File: src/rtl/game_countdown_timer.sv
// game_countdown_timer
//   Round countdown driven by the 1 Hz square wave from the VGA clock divider.
//   slow_clk_in is synchronised into the clk domain; each rising edge yields a
//   one-cycle tick that decrements the BCD MM:SS display while running.
//
// Ports
//   clk          system (pixel) clock
//   rst          asynchronous active-high reset
//   slow_clk_in  divided square wave, asynchronous to clk
//   start        pulse: IDLE -> RUN (or straight to EXPIRED at 00:00)
//   pause        level: hold counting while high in RUN/PAUSED
//   load         pulse: reload START_MIN:START_SEC and return to IDLE
//   min_tens, min_ones, sec_tens, sec_ones   BCD display digits
//   running      high in RUN only
//   last_ten     high while remaining time is 00:01..00:10
//   time_up      one-cycle pulse on expiry
module game_countdown_timer #(
  parameter int START_MIN   = 3,
  parameter int START_SEC   = 0,
  parameter int SYNC_STAGES = 2
) (
  input  logic       clk,
  input  logic       rst,
  input  logic       slow_clk_in,
  input  logic       start,
  input  logic       pause,
  input  logic       load,
  output logic [3:0] min_tens,
  output logic [3:0] min_ones,
  output logic [3:0] sec_tens,
  output logic [3:0] sec_ones,
  output logic       running,
  output logic       last_ten,
  output logic       time_up
);

  typedef enum logic [1:0] {
    S_IDLE,
    S_RUN,
    S_PAUSED,
    S_EXPIRED
  } state_t;

  localparam logic [3:0] INIT_MT = 4'(START_MIN / 10);
  localparam logic [3:0] INIT_MO = 4'(START_MIN % 10);
  localparam logic [3:0] INIT_ST = 4'(START_SEC / 10);
  localparam logic [3:0] INIT_SO = 4'(START_SEC % 10);
  localparam logic       INIT_LT = (START_MIN == 0) && (START_SEC >= 1) && (START_SEC <= 10);

  state_t state;

  // Synchroniser, edge history and registered tick (tick appears
  // SYNC_STAGES+1 cycles after the slow_clk_in rise).
  logic [SYNC_STAGES-1:0] sync_q;
  logic                   synced_prev;
  logic                   tick;

  always_ff @(posedge clk or posedge rst) begin
    if (rst) begin
      sync_q      <= '0;
      synced_prev <= 1'b0;
      tick        <= 1'b0;
    end else begin
      sync_q      <= {sync_q[SYNC_STAGES-2:0], slow_clk_in};
      synced_prev <= sync_q[SYNC_STAGES-1];
      tick        <= sync_q[SYNC_STAGES-1] & ~synced_prev;
    end
  end

  // One-second BCD decrement with borrow ripple.
  logic [3:0] dec_mt, dec_mo, dec_st, dec_so;
  logic       borrow_s, borrow_st, borrow_m;
  logic       at_zero, at_one;

  always_comb begin
    borrow_s  = (sec_ones == 4'd0);
    borrow_st = borrow_s && (sec_tens == 4'd0);
    borrow_m  = borrow_st && (min_ones == 4'd0);
    dec_so    = borrow_s  ? 4'd9 : sec_ones - 4'd1;
    dec_st    = borrow_s  ? ((sec_tens == 4'd0) ? 4'd5 : sec_tens - 4'd1) : sec_tens;
    dec_mo    = borrow_st ? ((min_ones == 4'd0) ? 4'd9 : min_ones - 4'd1) : min_ones;
    dec_mt    = borrow_m  ? min_tens - 4'd1 : min_tens;
    at_zero   = (min_tens == 4'd0) && (min_ones == 4'd0) &&
                (sec_tens == 4'd0) && (sec_ones == 4'd0);
    at_one    = (min_tens == 4'd0) && (min_ones == 4'd0) &&
                (sec_tens == 4'd0) && (sec_ones == 4'd1);
  end

  function automatic logic in_last_ten(input logic [3:0] mt, input logic [3:0] mo,
                                       input logic [3:0] st, input logic [3:0] so);
    return (mt == 4'd0) && (mo == 4'd0) &&
           (((st == 4'd0) && (so != 4'd0)) || ((st == 4'd1) && (so == 4'd0)));
  endfunction

  always_ff @(posedge clk or posedge rst) begin
    if (rst) begin
      state    <= S_IDLE;
      min_tens <= INIT_MT;
      min_ones <= INIT_MO;
      sec_tens <= INIT_ST;
      sec_ones <= INIT_SO;
      running  <= 1'b0;
      last_ten <= INIT_LT;
      time_up  <= 1'b0;
    end else begin
      time_up <= 1'b0;
      if (load) begin
        state    <= S_IDLE;
        min_tens <= INIT_MT;
        min_ones <= INIT_MO;
        sec_tens <= INIT_ST;
        sec_ones <= INIT_SO;
        running  <= 1'b0;
        last_ten <= INIT_LT;
      end else begin
        unique case (state)
          S_IDLE: begin
            if (start) begin
              if (at_zero) begin
                state   <= S_EXPIRED;
                time_up <= 1'b1;
              end else begin
                state   <= S_RUN;
                running <= 1'b1;
              end
            end
          end
          S_RUN: begin
            if (pause) begin
              state   <= S_PAUSED;
              running <= 1'b0;
            end else if (tick && !at_zero) begin
              min_tens <= dec_mt;
              min_ones <= dec_mo;
              sec_tens <= dec_st;
              sec_ones <= dec_so;
              last_ten <= in_last_ten(dec_mt, dec_mo, dec_st, dec_so);
              if (at_one) begin
                state   <= S_EXPIRED;
                running <= 1'b0;
                time_up <= 1'b1;
              end
            end
          end
          S_PAUSED: begin
            if (!pause) begin
              state   <= S_RUN;
              running <= 1'b1;
            end
          end
          S_EXPIRED: begin
            state <= S_EXPIRED;
          end
          default: begin
            state   <= S_IDLE;
            running <= 1'b0;
          end
        endcase
      end
    end
  end

endmodule

File: config.mk
export PLATFORM = sky130hd
export DESIGN_NAME = game_countdown_timer
export DESIGN_NICKNAME = d
export VERILOG_FILES = /design/src/rtl/game_countdown_timer.sv
export SDC_FILE = /design/constraint.sdc
export NUM_CORES = 1
export LEC_CHECK = 0
export BUFFER_PORTS_ARGS = -buffer_cell sky130_fd_sc_hd__buf_4
export CAP_MARGIN = 10
export CORE_ASPECT_RATIO = 1.25
export CORE_MARGIN = 2
export CORE_UTILIZATION = 55
export DETAILED_ROUTE_END_ITERATION = 12
export GPL_TIMING_DRIVEN = 0
export HOLD_SLACK_MARGIN = 0.15
export PLACE_DENSITY = 0.85
export SYNTH_ARGS = -nofsm -noshare
export SYNTH_HDL_FRONTEND = slang
export SYNTH_SLANG_ARGS = --single-unit
File: constraint.sdc
create_clock -name clk -period 2.3 [get_ports clk]
set_input_delay 0.345 -clock clk [delete_from_list [all_inputs] [get_ports clk]]
set_output_delay 0.345 -clock clk [all_outputs]
set_load 0.03 [all_outputs]
==> summary.txt <==
Global route
  • Total gr overflow: 0
  • Largest net degree at the start of global routing: 26
  • Initial antenna violation count: 0
  • Vias in the first global route: approximately 1200
  • GR Util All Layers: 0.224
  • First-pass GRT wire length: 5210 µm

Timing
  • Final Hold Viols: 0
  • Slew HR: 0.377
  • Worst slew pin tran: 0.934 ns
  • Min Tclk post-route: roughly 2.1 ns
  • Unrepaired setup endpoints after global routing: false
  • Max-slew violation count: 0
  • Fin crit share: 0.932
  • Clock skew: around 0.0049 ns
  • Setup violations, final: 0
  • Setup TNS: 0 ns
  • Fmax achieved: ~470 MHz

Critical path
  • Worst path cell trace: buf_2 > nor4_4 > nand4_1 > mux2_4 > and3_4 > a31o_1
  • Arr. time, crit path: about 2.4 ns
  • WP buf/inv: 1
  • Worst-path maximum fanout: 7
  • Top Family by Delay on Critical Path: simple AND/OR/NAND/NOR gates
  • WS Path Type: flip-flop to flip-flop
  • CP Launch Type: flip-flop
  • CP max-delay cell: nor4_4
  • Worst Path Required: roughly 2.5 ns
  • Critical Path Sink Type: flip-flop
  • Slowest cell delay on critical path: approximately 0.41 ns

Die
  • DIE AREA: ~3000 µm²
  • Area of the core: 2430 µm²
  • Die Width: 49.4 µm
  • Io pins: 25
  • Initial Util: 0.583
  • Row Count: 20
  • Die Ht: between 60 and 70 µm

Synth
  • Most used DFF post-synth: dfrtp_1
  • Synth cell types: 44
  • Synth Area in Simple Gates: 0.278
  • Cell area after synthesis: 1420 µm²
  • Compound-Gate Fraction of Synth Area: 0.106
  • Top-count cell post-synth: dfrtp_1
  • Async SR Flop Fraction: 1.00
  • Post-Synthesis Cells: ~140
  • Synth Warn #: 0
  • Post-synth top cells: 23 x dfrtp_1, 17 x nor2_1, 13 x nand2_1
  • Proportion of synthesized chip area in sequential cells: 0.444
  • Synth Area per Inst: a little under 10 µm²
  • Largest area contributor in the netlist: dfrtp_1
  • Combinational family with the most area after synthesis: simple AND/OR/NAND/NOR gates
  • Mux share of post-synthesis cell area: 0.0345
  • Post-Synth XOR/XNOR Area: 0.0495
  • Share of Yosys cell area claimed by the top area cell type: 0.407
  • Syn nets: ~160
  • Post-synthesis sequential element count: 25
  • Ranking of synthesized cells by area: dfrtp_1 41%, ha_1 5.3%, nor2_1 4.5%, dfstp_2 3.7%, nand2_1 3.4%
  • Number of enable flip-flop cells after synthesis: 0
  • Adder-Cell Fraction of Synth Area: 0.0531

Cells and area
  • Final Core Density: 0.693
  • Area delta synth->final: 18.8%
  • Fin nets: 186
  • Final Instance Count excl. Fillers: 206
  • Fillers: approximately 210
  • N_diodes: 0
  • Layout cell share with drive strength beyond 1: 0.237

Min path
  • HP Class: input pin to async pin

Clock network
  • Clock sinks: 25
  • Reg clk slew, reported paths: roughly 0.14 ns
  • CTS tree: yes
  • Num CTS Buffers: 3
  • Setup bufs post-CTS: 0
  • CTS max path bufs: 2
  • Clock Latency Late Sink: around 0.32 ns
  • H-tree Lvls: 1
  • Clk root buf: clkbuf_4

Detailed routing
  • DR vias/cell: between 6 and 7
  • WL per Instance: between 15 and 20 µm
  • Routed WL: ~3100 µm
  • DRT Pass-1 Iters: 4
  • ANT nets after route: 0
  • Drt first-iter violations: 39
  • Vias: 1237
  • # DRC: 0

Outcome
  • Outcome: complete, no violations

Run
  • Max Cap Viol: 0

Placement
  • IO Port Bufs: 24
  • Placed cells: about 200
  • Placer congestion estimate: approximately 0.80
  • Post-DP HPWL: around 2300 µm

Power and ir drop
  • Pwr per Cell Area: ~640 nW/µm²
  • Maximum VDD drop: roughly 0.0005 V
  • Leakage power: ~0.75 nW
-- placed cells by master, fill, tap and decap left out, types with 2 or more instances in the layout --
master    instances
nand2b_1          2
o21ai_0           6
nor2b_1           3
nor2_1           17
mux2_1            2
ha_1              6
a21oi_1           8
nand2_1          13
nor4_4            3
nand4_1           4
nand3b_1          3
clkbuf_4          3
clkbuf_1          2
nor4_1            2
buf_4            24
a211oi_1          2
inv_1             7
xor2_1            4
dfstp_2           2
xnor2_1           4
nor3_1            5
dfrtp_1          23
nand3_1           5
-- state kept, by name, indices dropped and copies added, names as in the netlist --
name and flops:
state 2, tick 1, synced_prev 1, time_up 1, sec_tens 4, min_tens 4
sync_q 2, last_ten 1, min_ones 4, sec_ones 4, running 1
-- worst register-to-register path, delay by kind of cell, from the launching register on --
family,cells,cell delay [ns]
buf+inv,1,0.16
mux,1,0.38
compound gates,1,0.17
simple gates,3,0.94
flops,1,0.39
-- what timing repair did --
item / 4_1_cts / 5_1_grt
endpoints found under the setup margin: 0 / 2
hold buffers: 1 / 0
resized for setup: 0 / 1
endpoints found under the hold margin: 1 / 0
-- final timing paths --
check	from	end	slack (ns)	cells after the start
max in group asynchronous	rst	running	1.52	2
setup / recovery	min_ones[0]	running	0.16	6
hold / removal	rst	tick	0.21	2
hold reg to reg	sync_q[0]	sync_q[1]	0.37	0
min in group clk	load	min_ones[2]	0.32	3
setup reg to reg	min_ones[0]	running	0.16	6
-- routing by layer --
metal  wire length (µm)  vias to the layer above  track usage
met5                  0                        -            0
met4                 88                        0        0.123
met3                121                       11       0.0246
met2               1680                       36        0.434
met1               1250                      616        0.242
li1                   -                      574            -
-- cell type report --
cell class | instances | area [µm²] | area share
Clock buffer | 4 | 26.3 | 0.0156
Inverter | 7 | 26.3 | 0.0156
Timing Repair Buffer | 25 | 190 | 0.113
Tap cell | 33 | 41.3 | 0.0246
Multi-Input combinational cell | 108 | 746 | 0.443
Sequential cell | 25 | 628 | 0.374
Buffer | 4 | 23.8 | 0.0141
-- per-stage QoR --
step                      hold slack [ns]  total power [W]  setup WS [ns]  instance area [µm²]
final                               0.212          0.00107          0.156                 1680
after global routing                0.289          0.00113         0.0356                 1680
after CTS                           0.260          0.00107         0.0993                 1670
after detailed placement            0.347         0.000868          0.144                 1640
after global placement              0.337         0.000839          0.221                 1640
after floorplan                     0.331         0.000775          0.275                 1420
-- logic make-up after synthesis --
logic type	after synthesis
DFF	25
buffers and inverters	11
adders and majority gates	6
muxes	4
xor gates and xnor gates	8
and+or+nand+nor	66
AOI/OAI and AO/OA	24
-- where the power goes --
| group | switching (W) | internal (W) | leakage, nW |
|---|---|---|---|
| Combinational | 0.000203 | 0.000158 | 0.399 |
| Sequential | 0.0000333 | 0.000472 | 0.331 |
| Clock | 0.000135 | 0.0000680 | 0.0150 |
(Power assumes the default switching activity.)
